<file path="src/rtl/fetch_unit_if.sv">
`default_nettype none
// fetch_unit_if: instruction-memory handshake plus the decode-facing fetch bundle.
// Rev 1.0
interface fetch_unit_if;
  logic        imem_req;
  logic [15:0] imem_addr;
  logic        imem_rdy;
  logic [15:0] imem_data;
  logic        Dstall;
  logic        should_branch;
  logic [15:0] branch_addr;
  logic [15:0] Finstr;
  logic [15:0] Fpc;
  logic        Fvalid;

  modport master (
    output imem_req, imem_addr, Finstr, Fpc, Fvalid,
    input  imem_rdy, imem_data, Dstall, should_branch, branch_addr
  );

  modport slave (
    input  imem_req, imem_addr, Finstr, Fpc, Fvalid,
    output imem_rdy, imem_data, Dstall, should_branch, branch_addr
  );
endinterface
`default_nettype wire

</file>
<file path="src/rtl/fetch_unit.sv">
`default_nettype none
// fetch_unit: PC owner, one-word-at-a-time fetch with redirect squash and drain.
// Rev 1.0 -- define FETCH_PERF_EN to add fetch_count/squash_count outputs.
module fetch_unit #(
  parameter logic [15:0] RESET_PC = 16'h0000
) (
  input  wire logic    clk,
  input  wire logic    rst,
  fetch_unit_if.master bus
`ifdef FETCH_PERF_EN
  ,
  output logic [15:0]  fetch_count,
  output logic [15:0]  squash_count
`endif
);

  typedef enum logic [1:0] {
    S_FETCH = 2'd0,
    S_HOLD  = 2'd1,
    S_DRAIN = 2'd2,
    S_WAIT  = 2'd3
  } state_t;

  state_t      r_state;
  logic [15:0] r_pc;
  logic [15:0] r_drain_addr;
  logic [15:0] r_hold_data;
  logic [15:0] r_hold_pc;
  logic [15:0] r_finstr;
  logic [15:0] r_fpc;
  logic        r_fvalid;
  logic        r_outstanding;

  logic        w_req;
  logic        w_resp;
  logic        w_accept;
  logic        w_free;

  // A redirect may only suppress a request that has not yet been presented.
  assign w_req = !rst && (((r_state == S_FETCH) && (!bus.should_branch || r_outstanding))
                          || (r_state == S_DRAIN));

  assign bus.imem_req  = w_req;
  assign bus.imem_addr = (r_state == S_DRAIN) ? r_drain_addr : r_pc;
  assign bus.Finstr    = r_finstr;
  assign bus.Fpc       = r_fpc;
  assign bus.Fvalid    = r_fvalid;

  assign w_resp   = w_req && bus.imem_rdy;
  assign w_accept = r_fvalid && !bus.Dstall;
  assign w_free   = !r_fvalid || !bus.Dstall;

  always_ff @(posedge clk) begin
    if (rst) begin
      r_state       <= S_FETCH;
      r_pc          <= RESET_PC;
      r_drain_addr  <= 16'h0000;
      r_hold_data   <= 16'h0000;
      r_hold_pc     <= 16'h0000;
      r_finstr      <= 16'h0000;
      r_fpc         <= 16'h0000;
      r_fvalid      <= 1'b0;
      r_outstanding <= 1'b0;
    end else begin
      r_outstanding <= w_req && !bus.imem_rdy;
      if (bus.should_branch) begin
        r_pc     <= bus.branch_addr;
        r_fvalid <= 1'b0;
        r_finstr <= 16'h0000;
        if (w_req && !bus.imem_rdy) begin
          r_state <= S_DRAIN;
          if (r_state == S_FETCH) begin
            r_drain_addr <= r_pc;
          end
        end else begin
          r_state <= S_WAIT;
        end
      end else begin
        if (w_accept) begin
          r_fvalid <= 1'b0;
          r_finstr <= 16'h0000;
        end
        case (r_state)
          S_FETCH: begin
            if (w_resp) begin
              r_pc <= r_pc + 16'h0001;
              if (w_free) begin
                r_finstr <= bus.imem_data;
                r_fpc    <= r_pc;
                r_fvalid <= 1'b1;
              end else begin
                r_hold_data <= bus.imem_data;
                r_hold_pc   <= r_pc;
                r_state     <= S_HOLD;
              end
            end
          end
          S_HOLD: begin
            if (!bus.Dstall) begin
              r_finstr <= r_hold_data;
              r_fpc    <= r_hold_pc;
              r_fvalid <= 1'b1;
              r_state  <= S_FETCH;
            end
          end
          S_DRAIN: begin
            if (bus.imem_rdy) begin
              r_state <= S_FETCH;
            end
          end
          S_WAIT: begin
            r_state <= S_FETCH;
          end
          default: begin
            r_state <= S_FETCH;
          end
        endcase
      end
    end
  end

`ifdef FETCH_PERF_EN
  logic [15:0] r_fetch_count;
  logic [15:0] r_squash_count;
  logic        w_squash;

  // One squash per cycle regardless of how many valid words die together.
  assign w_squash = (bus.should_branch && (r_fvalid || (r_state == S_HOLD) || w_resp))
                    || ((r_state == S_DRAIN) && bus.imem_rdy);

  always_ff @(posedge clk) begin
    if (rst) begin
      r_fetch_count  <= 16'h0000;
      r_squash_count <= 16'h0000;
    end else begin
      if (w_accept && !bus.should_branch) begin
        r_fetch_count <= r_fetch_count + 16'h0001;
      end
      if (w_squash) begin
        r_squash_count <= r_squash_count + 16'h0001;
      end
    end
  end

  assign fetch_count  = r_fetch_count;
  assign squash_count = r_squash_count;
`endif

endmodule
`default_nettype wire

</file>
<file path="src/flat_wrapper.sv">
// flat-port wrapper written by rule: the top's interface ports become plain ports
module fetch_unit_flat 
#(
  parameter logic [15:0] RESET_PC = 16'h0000
)
  (clk, rst, bus_imem_req, bus_imem_addr, bus_Finstr, bus_Fpc, bus_Fvalid, bus_imem_rdy, bus_imem_data, bus_Dstall, bus_should_branch, bus_branch_addr);
  fetch_unit_if bus_i ();
  input  wire logic clk;
  input  wire logic rst;
  output wire logic [$bits(bus_i.imem_req)-1:0] bus_imem_req;
  output wire logic [$bits(bus_i.imem_addr)-1:0] bus_imem_addr;
  output wire logic [$bits(bus_i.Finstr)-1:0] bus_Finstr;
  output wire logic [$bits(bus_i.Fpc)-1:0] bus_Fpc;
  output wire logic [$bits(bus_i.Fvalid)-1:0] bus_Fvalid;
  input wire logic [$bits(bus_i.imem_rdy)-1:0] bus_imem_rdy;
  input wire logic [$bits(bus_i.imem_data)-1:0] bus_imem_data;
  input wire logic [$bits(bus_i.Dstall)-1:0] bus_Dstall;
  input wire logic [$bits(bus_i.should_branch)-1:0] bus_should_branch;
  input wire logic [$bits(bus_i.branch_addr)-1:0] bus_branch_addr;
  assign bus_imem_req = bus_i.imem_req;
  assign bus_imem_addr = bus_i.imem_addr;
  assign bus_Finstr = bus_i.Finstr;
  assign bus_Fpc = bus_i.Fpc;
  assign bus_Fvalid = bus_i.Fvalid;
  assign bus_i.imem_rdy = bus_imem_rdy;
  assign bus_i.imem_data = bus_imem_data;
  assign bus_i.Dstall = bus_Dstall;
  assign bus_i.should_branch = bus_should_branch;
  assign bus_i.branch_addr = bus_branch_addr;
  fetch_unit #(.RESET_PC(RESET_PC)) u_core (.clk(clk), .rst(rst), .bus(bus_i));
endmodule
</file>
<file path="config.mk">
export PLATFORM = sky130hd
export DESIGN_NAME = fetch_unit_flat
export DESIGN_NICKNAME = d
export VERILOG_FILES = /design/src/rtl/fetch_unit_if.sv /design/src/rtl/fetch_unit.sv /design/src/flat_wrapper.sv
export SDC_FILE = /design/constraint.sdc
export NUM_CORES = 1
export LEC_CHECK = 0
export ABC_AREA = 0
export BUFFER_PORTS_ARGS = -buffer_cell sky130_fd_sc_hd__clkbuf_2
export CORE_MARGIN = 5
export CORE_UTILIZATION = 41
export CTS_CLUSTER_DIAMETER = 100
export DETAILED_ROUTE_END_ITERATION = 16
export SYNTH_ARGS = -nofsm -noshare
export SYNTH_HDL_FRONTEND = slang
export SYNTH_SLANG_ARGS = --single-unit
</file>
<file path="constraint.sdc">
create_clock -name clk -period 3.05 [get_ports clk]
set_clock_uncertainty 0.1 [all_clocks]
set_input_delay 0.4575 -clock clk [delete_from_list [all_inputs] [get_ports clk]]
set_output_delay 0.4575 -clock clk [all_outputs]
set_load 0.01 [all_outputs]
</file>
==> impl_metrics.csv, run 1 <==
group,metric,value,unit
cts,post_cts_buffers,0,
logic_synthesis,syn_area,4581,sq um
global_routing,grt_max_degree,54,
power,leakage,2.026,nW
global_routing,grt-ovfl-total,0,
setup_path,critPathArrivalTime,2570,ps
timing,setup_viol,0,
timing,tns,0,ps
setup_path,crit_buf_inv,0,
power,p_sw_share,28.61,%
job,cap_violations,0,
setup_path,r2r_end,"u_core.r_pc[15]",
finish,fin_util,48.59,%
cts,clk_root_buffer_cell,"clkbuf_8",
setup_path,crit_start,"u_core.r_state[1]",
timing,hold_viol,0,
route,drt-wirelength-per-cell,15.86,um
cts,cts_hold_buf,0,
floorplanning,rows,38,
logic_synthesis,synth_cell_types,46,
power,power_density,470.4,nW/um^2
floorplanning,core_area,10890,sq um
power,power_frac_seq,55.9,%
setup_path,slowest_stage,"or4b_1",
floorplanning,io_pins,87,
setup_path,reg2reg_slack,630,ps
route,drt_pre_antenna_iters,5,
finish,diodes,0,
status,status,"finished, final reports clean",
timing,max_freq,412.5,MHz
floorplanning,floorplan.initialDensity,42.07,%
logic_synthesis,yosysWarnings,0,
setup_path,crit_chain,"or4b_1, nor4_1, mux2_2, a2111oi_0",
route,drt_iter0_markers,244,
finish,layout-drive-gt1-share,22.65,%
logic_synthesis,synth_nets,592,
setup_path,critical_path.max_stage_delay,620,ps
global_routing,grt_pass1_vias,3813,
route,vias,4098,
floorplanning,dieArea,13390,sq um
floorplanning,die_y,115.7,um
floorplanning,die_w,115.7,um
cts,clock-sinks,100,
cts,cts_tree,"done",
min_path,hp-start,"bus_branch_addr[6]",
logic_synthesis,syn_avg_cell_area,8.268,sq um
global_routing,grt_pass1_wl,19.38,mm
power,vdd_drop_max,0.0002394,V
logic_synthesis,synthCells,554,
timing,slew_viol_final,0,
power,switchingPower,0.0007120,W
setup_path,critPathKind,"reg2reg",
logic_synthesis,synth_edf_count,0,
setup_path,crit_path_end,"u_core.r_pc[15]",
setup_path,required,3190,ps
cts,cts_made_buffers,9,
setup_path,timing.rr.start,"u_core.r_state[1]",
timing,rsz0062_at_grt,"no",
finish,area_growth,15.49,%
place,dpl.hpwl,8.391,mm
power,power.share.clock,32.1,%
setup_path,worst-path-stages,4,
place,routabilityCongestion,0.8344,
logic_synthesis,yosysSeqAreaShare,43.70,%
power,p_total,0.002488,W
cts,cts_buffer_depth,2,
timing,min_period_over_period,79.49,%
cts,htree_levels,3,
global_routing,grtUsageTotal,18.20,%
route,drt-total-wl,12.02,mm
cts,worstSkewPairLatency,360,ps
timing,max-slew-margin-rel,56.99,%
setup_path,reg2reg_depth,4,
min_path,hold_class,"in2reg",
setup_path,path_max_fanout,9,
setup_path,startpoint_type,"flip-flop",
logic_synthesis,ys.flop_type,"dfxtp_1",
cts,cts_resized,0,
power,comb_power_share,12.0,%
cts,clk_pin_slew_worst_paths,100,ps
route,drc,0,
route,postRouteAntennaNets,0,
logic_synthesis,synth-seq-cells,100,
logic_synthesis,async_reset_ff_share,0,%
timing,worst_pin_slew,645.1,ps
power,p_int,0.001776,W
finish,finish.net_count,651,
timing,fin_crit,2424,ps
setup_path,endpoint_kind,"flip-flop",
global_routing,antenna_found_initial,0,
route,via_per_inst,5.406,
setup_path,cp_top_family,"simple AND/OR/NAND/NOR gates",
place,port_buffers,86,
==> cell families (layout without fill, tap and decap cells) <==
logic type / count (synthesis) / in the layout / share of synthesized area [%]
flops: 100 / 100 / 43.70
xor+xnor: 7 / 7 / 1.338
simple gates: 206 / 206 / 20.19
buf+inv: 61 / 125 / 5.244
fa+ha+maj: 1 / 1 / 0.2731
mux: 51 / 51 / 11.61
compound gates: 128 / 128 / 17.65
==> flip-flops by register name, summed over array words and instances, names as in the netlist <==
signal                flops
u_core.r_hold_data       16
u_core.r_pc              16
u_core.r_outstanding      1
u_core.r_hold_pc         16
u_core.r_drain_addr      16
u_core.bus.Finstr        16
u_core.bus.Fvalid         1
u_core.bus.Fpc           16
u_core.r_state            2
==> placed cells by master (no fill, tap or decap), drive strengths merged, types with 6 or more instances in the layout <==
master and count:
a211oi 21, a21oi 69, buf 16, clkbuf 96, dfxtp 100, inv 10, mux2 17, mux2i 34
nand2 93, nand3 23, nand4 7, nor2 50, o21ai 6, o2bb2ai 15
==> area by class of cell <==
cell class | instances | area (sq um)
Inverter | 7 | 26.28
Clock buffer | 10 | 127.6
Clock inverter | 6 | 53.80
Tap cell | 140 | 175.2
Multi-Input combinational cell | 393 | 2355
Sequential cell | 100 | 2002
Timing Repair Buffer | 102 | 550.5
Fill cell | 1055 | 5598
==> worst min-delay path, stage by stage <==
cell and delay, ps:
clkbuf_2 80, nand2_1 40, o21ai_0 60
==> cells in the mapped netlist (all sizes together) (7+ instances only) <==
library cell / n / share of area [%]
nand3: 23 / 2.5
mux2: 17 / 4.2
o2bb2ai: 15 / 2.9
a211oi: 21 / 3.4
inv: 7 / 0.57
nand4: 7 / 0.96
a21oi: 69 / 7.5
nand2: 93 / 7.6
clkbuf: 48 / 3.9
nor2: 50 / 4.1
dfxtp: 100 / 44
mux2i: 34 / 7.4
==> how the worst min path moves through the flow <==
stage,end,slack (ps),depth (start not counted)
after floorplan,u_core.r_drain_addr[0],330,2
after global placement,u_core.r_drain_addr[5],340,2
after detailed placement,u_core.r_hold_pc[15],350,2
after CTS,u_core.r_pc[6],180,3
after global routing,u_core.r_pc[6],190,3
final,u_core.r_pc[6],190,3
==> metal layers <==
metal / global-route usage [%] / vias up / share of wire, %
met5: 0 / - / 0
met4: 4.795 / 0 / 1.2
li1: - / 2056 / -
met3: 4.386 / 10 / 6.9
met1: 25.35 / 1896 / 46
met2: 28.43 / 136 / 46
==> stage by stage <==
stage                     cells  instance area, sq um  hold WS (ps)  setup slack, ps
after floorplan             554                  4581         333.8            662.9
after global placement      742                  5109         339.0            572.2
after detailed placement    742                  5109         345.8            522.3
after CTS                   758                  5290         179.0            632.2
after global routing        758                  5290         188.9            411.8
final                       758                  5290         194.8            625.7
==> power groups by stage <==
stage               sequential, W  combinational (W)  clock, W
floorplan                 0.00140           0.000202         0
global placement          0.00142           0.000298         0
detailed placement        0.00142           0.000300         0
CTS                       0.00139           0.000301  0.000825
global route              0.00140           0.000329  0.000883
finish                    0.00139           0.000298  0.000800
Power figures use the tool's default switching activity.
==> run 2: changes to the inputs <==
==> constraint.sdc (replaced) <==
create_clock -name clk -period 2.2 [get_ports clk]
set_clock_uncertainty 0.1 [all_clocks]
set_input_delay 0.33 -clock clk [delete_from_list [all_inputs] [get_ports clk]]
set_output_delay 0.33 -clock clk [all_outputs]
set_load 0.01 [all_outputs]
==> run 2 against run 1 <==
Hold slack worse by 130 ps. Largest power group unchanged. Largest cell class unchanged. Count of clock-buffer cells in the layout unchanged. Via count rose by 1.3%. Cell area increased by 5.8%. Sequential share of layout area is 2.1 points lower. Highest routed layer unchanged.
==> impl_metrics.csv, run 2 (synthesized netlist as in run 1, its figures left out) <==
group,metric,value,unit
status,status,"finished, final reports clean",
cts,worstSkewPairLatency,370,ps
cts,clk_pin_slew_worst_paths,100,ps
timing,slew_viol_final,0,
route,drt_iter0_markers,221,
setup_path,critPathKind,"reg2out",
cts,cts_buffer_depth,2,
setup_path,crit_buf_inv,3,
timing,worst_pin_slew,646.8,ps
power,power_density,662.7,nW/um^2
timing,whs,65.92,ps
finish,final_common_cell,"dfxtp_1",
global_routing,antenna_found_initial,0,
timing,hold_viol,0,
global_routing,grt_max_degree,50,
cts,htree_levels,3,
min_path,hold_class,"in2reg",
setup_path,critical_path.max_stage_delay,350,ps
route,vias,4151,
setup_path,cp_top_family,"buffers and inverters",
timing,max-slew-margin-rel,56.88,%
floorplanning,dieArea,13390,sq um
cts,cts_hold_buf,0,
setup_path,slowest_stage,"dfxtp_1",
floorplanning,floorplan.initialDensity,42.07,%
route,via_per_inst,5.288,
route,drt_pre_antenna_iters,4,
power,vdd_drop_max,0.0003540,V
global_routing,grt_pass1_vias,4053,
global_routing,grt-ovfl-total,0,
place,port_buffers,86,
timing,rsz0062_at_grt,"yes",
place,dpl.hpwl,8.873,mm
cts,post_cts_buffers,0,
place,routabilityCongestion,0.8017,
cts,clock-sinks,100,
floorplanning,die_w,115.7,um
global_routing,grtUsageTotal,18.40,%
setup_path,reg2reg_slack,80,ps
finish,area_growth,22.21,%
setup_path,endpoint_kind,"output port",
timing,setup_viol,0,
timing,min_period_over_period,96.67,%
cts,cts_made_buffers,9,
setup_path,startpoint_type,"flip-flop",
route,drt-total-wl,12.03,mm
finish,layout-drive-gt1-share,26.51,%
route,met1_length,5.718,mm
job,cap_violations,0,
route,postRouteAntennaNets,0,
finish,diodes,0,
floorplanning,die_y,115.7,um
setup_path,path_max_fanout,17,
cts,cts_tree,"done",
route,top_layer_used,"met4",
timing,max_freq,470.2,MHz
floorplanning,core_area,10890,sq um
finish,final_cell_area,5598,sq um
route,dr_wl_met3,635,um
power,leakage,2.211,nW
timing,fin_crit,2127,ps
floorplanning,io_pins,87,
floorplanning,rows,38,
route,drc,0,
finish,finish.net_count,678,
route,drt-wirelength-per-cell,15.32,um
finish,final_cell_mix,"100 x dfxtp_1, 93 x nand2_1, 86 x clkbuf_2, 69 x a21oi_1, 50 x nor2_1",
route,dr_wl_met2,5.453,mm
cts,clk_root_buffer_cell,"clkbuf_8",
global_routing,grt_pass1_wl,19.78,mm
cts,cts_resized,0,
setup_path,crit_chain,"buf_4, nand2b_1, buf_12, mux2_2, clkbuf_2",
setup_path,critPathArrivalTime,1700,ps
place,placed_cell_area,5339,sq um
setup_path,required,1770,ps
run 2: cell types whose count changed in the layout (fill, tap and decap cells not counted), moves of 2 or more:
cell	before	now
clkinv_4	2	0
buf_4	16	41
nor4_4	0	2
bufinv_16	0	2
buf_12	0	2
run 2: worst paths after layout:
| check | endpoint | cells after the start | start |
|---|---|---|---|
| max | bus_imem_addr[15] | 5 | u_core.r_state[0] |
| min | u_core.r_pc[12] | 3 | bus_branch_addr[12] |
| max reg2reg | u_core.r_pc[14] | 4 | u_core.r_state[0] |
| min reg2reg | u_core.r_hold_pc[10] | 2 | u_core.r_hold_pc[10] |
run 2: layout make-up:
type                       count  area [sq um]
inverter                       7         26.28
clock buffer                  10         127.6
fill                        1062          5290
sequential                   100          2002
timing repair buffer         129         778.2
tap                          140         175.2
clock inverter                 6         93.84
multi-input combinational    393          2395
run 2: worst reg2reg max path, stage by stage (launching register included):
cell and delay, ps:
dfxtp_1 330, or4b_4 510, or3_4 430, or4_1 400, a311oi_1 270
run 2: power by group:
group / leakage (nW) / internal (W) / switching (W)
clock network: 0.108 / 0.000654 / 0.000667
logic: 1.29 / 0.000208 / 0.000279
registers: 0.812 / 0.00186 / 0.0000438
total: 2.21 / 0.00272 / 0.000990
run 2: metal layers:
metal,vias to the layer above,track usage [%]
met4,0,7.038
met2,90,28.43
met1,1931,25.61
li1,2114,-
met5,-,0
met3,16,3.446
run 2: stage by stage:
| step | worst slack (ps) | util (%) | TNS, ps | total power [W] | instances |
|---|---|---|---|---|---|
| 4_1_cts | 6.870 | 51.07 | 0 | 0.003745 | 785 |
| 3_5_place_dp | -76.86 | 49.03 | -1977 | 0.002426 | 769 |
| 3_3_place_gp | -70.65 | 49.03 | -1345 | 0.002417 | 769 |
| 5_1_grt | -3.199 | 51.41 | -3.199 | 0.003859 | 785 |
| 2_1_floorplan | -35.01 | - | -35.01 | 0.002219 | 554 |
| 6_report | 73.19 | 51.41 | 0 | 0.003710 | 785 |
